**config.mk**
```make
export PLATFORM = sky130hd
export DESIGN_NAME = wptr_full_ctrl
export DESIGN_NICKNAME = d
export VERILOG_FILES = /design/src/rtl/wptr_full_ctrl.sv
export SDC_FILE = /design/constraint.sdc
export NUM_CORES = 1
export LEC_CHECK = 0
export CAP_MARGIN = 10
export CORE_ASPECT_RATIO = 1.25
export CORE_MARGIN = 3
export CORE_UTILIZATION = 49
export DETAILED_ROUTE_END_ITERATION = 6
export HOLD_SLACK_MARGIN = 0.03
export PLACE_DENSITY_LB_ADDON = 0.25
export SLEW_MARGIN = 25
export SYNTH_ARGS = -nofsm -noshare
export SYNTH_HDL_FRONTEND = slang
export SYNTH_SLANG_ARGS = --single-unit
```
**constraint.sdc**
```tcl
create_clock -name clk -period 3.65 [get_ports clk]
set_input_delay 0.73 -clock clk [delete_from_list [all_inputs] [get_ports clk]]
set_output_delay 0.73 -clock clk [all_outputs]
set_load 0.02 [all_outputs]
```
**src/rtl/wptr_full_ctrl.sv**
```systemverilog
// Write-domain pointer/status block for an asynchronous FIFO: binary and Gray write
// pointers, memory write strobe/address, and registered full/almost-full/level/overflow.
module wptr_full_ctrl #(
    parameter int ADDR_SIZE    = 4,
    parameter int AFULL_THRESH = 12
) (
    input  logic                 clk,
    input  logic                 rst_n,
    input  logic                 winc,
    input  logic [ADDR_SIZE:0]   rptr_sync,
    output logic                 wr_en,
    output logic [ADDR_SIZE-1:0] waddr,
    output logic [ADDR_SIZE:0]   wptr,
    output logic                 wfull,
    output logic                 walmost_full,
    output logic [ADDR_SIZE:0]   wlevel,
    output logic                 woverflow
);

    localparam logic [ADDR_SIZE:0] LP_AFULL = (ADDR_SIZE+1)'(AFULL_THRESH);

    logic [ADDR_SIZE:0] r_wbin;
    logic [ADDR_SIZE:0] r_wptr;
    logic               r_wfull;
    logic               r_walmost_full;
    logic [ADDR_SIZE:0] r_wlevel;
    logic               r_woverflow;

    logic [ADDR_SIZE:0] w_wbin_next;
    logic [ADDR_SIZE:0] w_wgray_next;
    logic [ADDR_SIZE:0] w_rbin;
    logic [ADDR_SIZE:0] w_level_next;
    logic [ADDR_SIZE:0] w_full_ptr;

    assign wr_en        = winc & ~r_wfull;
    assign w_wbin_next  = r_wbin + {{ADDR_SIZE{1'b0}}, wr_en};
    assign w_wgray_next = w_wbin_next ^ (w_wbin_next >> 1);
    assign w_full_ptr   = {~rptr_sync[ADDR_SIZE:ADDR_SIZE-1], rptr_sync[ADDR_SIZE-2:0]};

    // Each binary bit is the XOR of all Gray bits at or above it.
    always_comb begin
        w_rbin = '0;
        for (int unsigned i = 0; i <= ADDR_SIZE; i++) begin
            w_rbin[i] = ^(rptr_sync >> i);
        end
    end

    assign w_level_next = w_wbin_next - w_rbin;

    always_ff @(posedge clk) begin
        if (!rst_n) begin
            r_wbin         <= '0;
            r_wptr         <= '0;
            r_wfull        <= 1'b0;
            r_walmost_full <= 1'b0;
            r_wlevel       <= '0;
            r_woverflow    <= 1'b0;
        end else begin
            r_wbin         <= w_wbin_next;
            r_wptr         <= w_wgray_next;
            r_wfull        <= (w_wgray_next == w_full_ptr);
            r_walmost_full <= (w_level_next >= LP_AFULL);
            r_wlevel       <= w_level_next;
            r_woverflow    <= winc & r_wfull;
        end
    end

    assign waddr        = r_wbin[ADDR_SIZE-1:0];
    assign wptr         = r_wptr;
    assign wfull        = r_wfull;
    assign walmost_full = r_walmost_full;
    assign wlevel       = r_wlevel;
    assign woverflow    = r_woverflow;

endmodule
```
==> qor.csv <==
metric,value,unit
status,"complete, no violations",
n_antenna_cell,0,
start_util,0.552,
worst_path_max_delay_cell,clkdlybuf4s50_1,
tightest_slew,0.545,ns
min_period,3.26,ns
r2r-end,wlevel[3]$_SDFF_PN0_,
setup-violations-final,0,
pwr_density_cell,419,nW/µm²
utilization,0.736,
cts_resized,0,
hold_start,wfull$_SDFF_PN0_,
cap_violations,0,
cp-start-kind,input port,
wl_per_cell,12.8,µm
r2r_start,wfull$_SDFF_PN0_,
power,0.000513,W
syn_area,917,µm²
ir_drop,0.000255,V
cp.arrival,3.44,ns
place_hpwl,1400,µm
grt-ovfl-total,0,
antenna_found_initial,0,
synth-seq-area-share,0.371,
ys_types,27,
max_freq,0.307,GHz
wirelength,1740,µm
fp.dieArea,2430,µm²
core_area,1660,µm²
routed-via-count,706,
required,3.83,ns
cts_setup_buffers,0,
rows,16,
ioPinCount,26,
finalInstanceArea,1220,µm²
first_iter_violations,12,
rsz0062_at_grt,false,
areaGrowthSynthToFinish,33.4,%
fin_crit_sh,0.893,
die_h,54.4,µm
finalHoldViolations,0,
startpoint,winc,
postSynthNetCount,103,
grt_pass1_wl,2950,µm
cts-root-buf,clkbuf_4,
r2r_slack,0.99,ns
crit_type,in2reg,
port_buffers,25,
hold_class,reg2reg,
ys_seq_elements,17,
vias_per_cell,5.19,
clock-sinks,17,
hold_buffers,0,
setup_tns,0,ns
p_leak,0.543,nW
cts_made_buffers,3,
r2r_cells,11,
cts_tree,built,
ant_nets,0,
slew_headroom,0.636,
yosys_warnings,0,
max_stage_delay,0.46,ns
clockBufferDepth,2,
path_cells,clkdlybuf4s50_1 > nor2b_1 > ha_1 > nand3_1 > xor2_1 > inv_1 > ha_1 > nor3b_1 > a31oi_1 > o311a_1 > o311ai_0 > and2_1,
path_max_fanout,6,
gp_congestion,0.763,
clkSlewWorstSetupHoldPaths,0.09,ns
grt_max_degree,18,
clk_latency,0.28,ns
layout.nets,133,
grt.total_usage,0.173,
finClkSkew,0.000287,ns
slew_viol_final,0,
crit_end,wlevel[3]$_SDFF_PN0_,
crit_path_frequent_cell,ha_1,
critPathCaptureType,register,
die_w,44.7,µm
syn_inst,89,
avgSynthCellArea,10.3,µm²
drtPass1Iterations,4,
drc_errors,0,
grt_pass1_vias,698,
cts_max_level,1,
drive_above_1_share,0.0932,
dpl_cell_area,1200,µm²
-- critical path, delay by kind of cell --
| family | cells | cell delay (ns) |
|---|---|---|
| XOR/XNOR | 1 | 0.46 |
| adder cells (fa/ha/maj) | 2 | 0.55 |
| AO/OA/AOI/OAI | 3 | 0.48 |
| AND/OR/NAND/NOR | 4 | 0.64 |
| buffers and inverters | 2 | 0.57 |
-- per-stage QoR --
| stage | setup slack, ns | hold slack [ns] | std cells |
|---|---|---|---|
| after floorplan | 0.602 | 0.591 | 89 |
| after global placement | 0.153 | 0.521 | 132 |
| after detailed placement | 0.0627 | 0.507 | 132 |
| after CTS | 0.348 | 0.526 | 136 |
| after global routing | 0.0995 | 0.559 | 136 |
| final | 0.389 | 0.523 | 136 |
-- worst min path at each step --
stage | to | cells past startpoint | slack [ns]
finish | woverflow$_SDFF_PN0_ | 1 | 0.52
floorplan | woverflow$_SDFF_PN0_ | 1 | 0.59
global route | woverflow$_SDFF_PN0_ | 1 | 0.56
detailed placement | woverflow$_SDFF_PN0_ | 1 | 0.51
global placement | woverflow$_SDFF_PN0_ | 1 | 0.52
CTS | woverflow$_SDFF_PN0_ | 1 | 0.53
-- state kept, by name, summed over array words and instances, names as in the netlist --
register and flops:
r_wbin 5, walmost_full 1, wfull 1, wlevel 5
woverflow 1, wptr 4
-- area by class of cell --
cell class | instances | area (µm²)
clock buffer | 4 | 26.3
timing repair buffer | 27 | 265
tap | 18 | 22.5
multi-input combinational | 66 | 554
sequential | 17 | 340
inverter | 4 | 15.0
fill | 128 | 438
-- cell families after synthesis --
| group | share of synthesized area |
|---|---|
| buffers and inverters | 0.0246 |
| AOI/OAI and AO/OA | 0.0887 |
| muxes | 0.0218 |
| DFF | 0.371 |
| adders and majority gates | 0.0819 |
| xor gates and xnor gates | 0.225 |
| and+or+nand+nor | 0.187 |
-- cells in the final DEF, fill, tap and decap left out --
cell type | Yosys | routed
buf_4 | 0 | 2
clkdlybuf4s50_1 | 0 | 25
inv_1 | 4 | 4
xnor2_1 | 6 | 6
nand2b_1 | 3 | 3
nor2b_1 | 5 | 5
clkbuf_4 | 0 | 3
mux2i_1 | 2 | 2
clkbuf_1 | 2 | 1
nand2_1 | 4 | 4
and2_1 | 9 | 9
dfxtp_1 | 17 | 17
nor3b_1 | 1 | 1
and3_1 | 3 | 3
ha_1 | 6 | 6
or3_1 | 1 | 1
a221oi_2 | 1 | 1
a21oi_1 | 2 | 2
nor2_1 | 2 | 2
a211oi_1 | 1 | 1
a31oi_1 | 1 | 1
o311ai_0 | 1 | 1
xor2_2 | 1 | 1
o2111ai_1 | 1 | 1
a21o_1 | 2 | 2
o311a_1 | 1 | 1
nand3_1 | 2 | 2
xor2_1 | 7 | 7
xor3_4 | 1 | 1
xnor2_2 | 3 | 3
-- synth_stat cells --
master | count | area (µm²)
a211oi_1 | 1 | 7.51
inv_1 | 4 | 15.0
nor3b_1 | 1 | 7.51
nand3_1 | 2 | 10.0
xor2_2 | 1 | 16.3
nand2b_1 | 3 | 18.8
a31oi_1 | 1 | 6.26
xor3_4 | 1 | 27.5
mux2i_1 | 2 | 20.0
xnor2_2 | 3 | 48.8
ha_1 | 6 | 75.1
and2_1 | 9 | 56.3
xnor2_1 | 6 | 52.6
nand2_1 | 4 | 15.0
xor2_1 | 7 | 61.3
clkbuf_1 | 2 | 7.51
a21o_1 | 2 | 15.0
and3_1 | 3 | 18.8
nor2_1 | 2 | 7.51
or3_1 | 1 | 6.26
a221oi_2 | 1 | 15.0
o311a_1 | 1 | 10.0
o2111ai_1 | 1 | 8.76
dfxtp_1 | 17 | 340
nor2b_1 | 5 | 31.3
o311ai_0 | 1 | 8.76
a21oi_1 | 2 | 10.0
-- report_power, final --
part / leakage (nW) / switching, W / internal [W]
Clock: 0.0150 / 0.0000528 / 0.0000424
Combinational: 0.388 / 0.000102 / 0.000102
Sequential: 0.140 / 0.00000652 / 0.000208
Total: 0.543 / 0.000161 / 0.000352
-- per-layer routing --
metal  track usage  vias to the layer above  wire [µm]
li1              -                      356          -
met4         0.116                        0         32
met2         0.301                       24        931
met3        0.0329                        4         84
met5             0                        -          0
met1         0.188                      322        693
No activity file was read; power rests on OpenSTA's default activity.
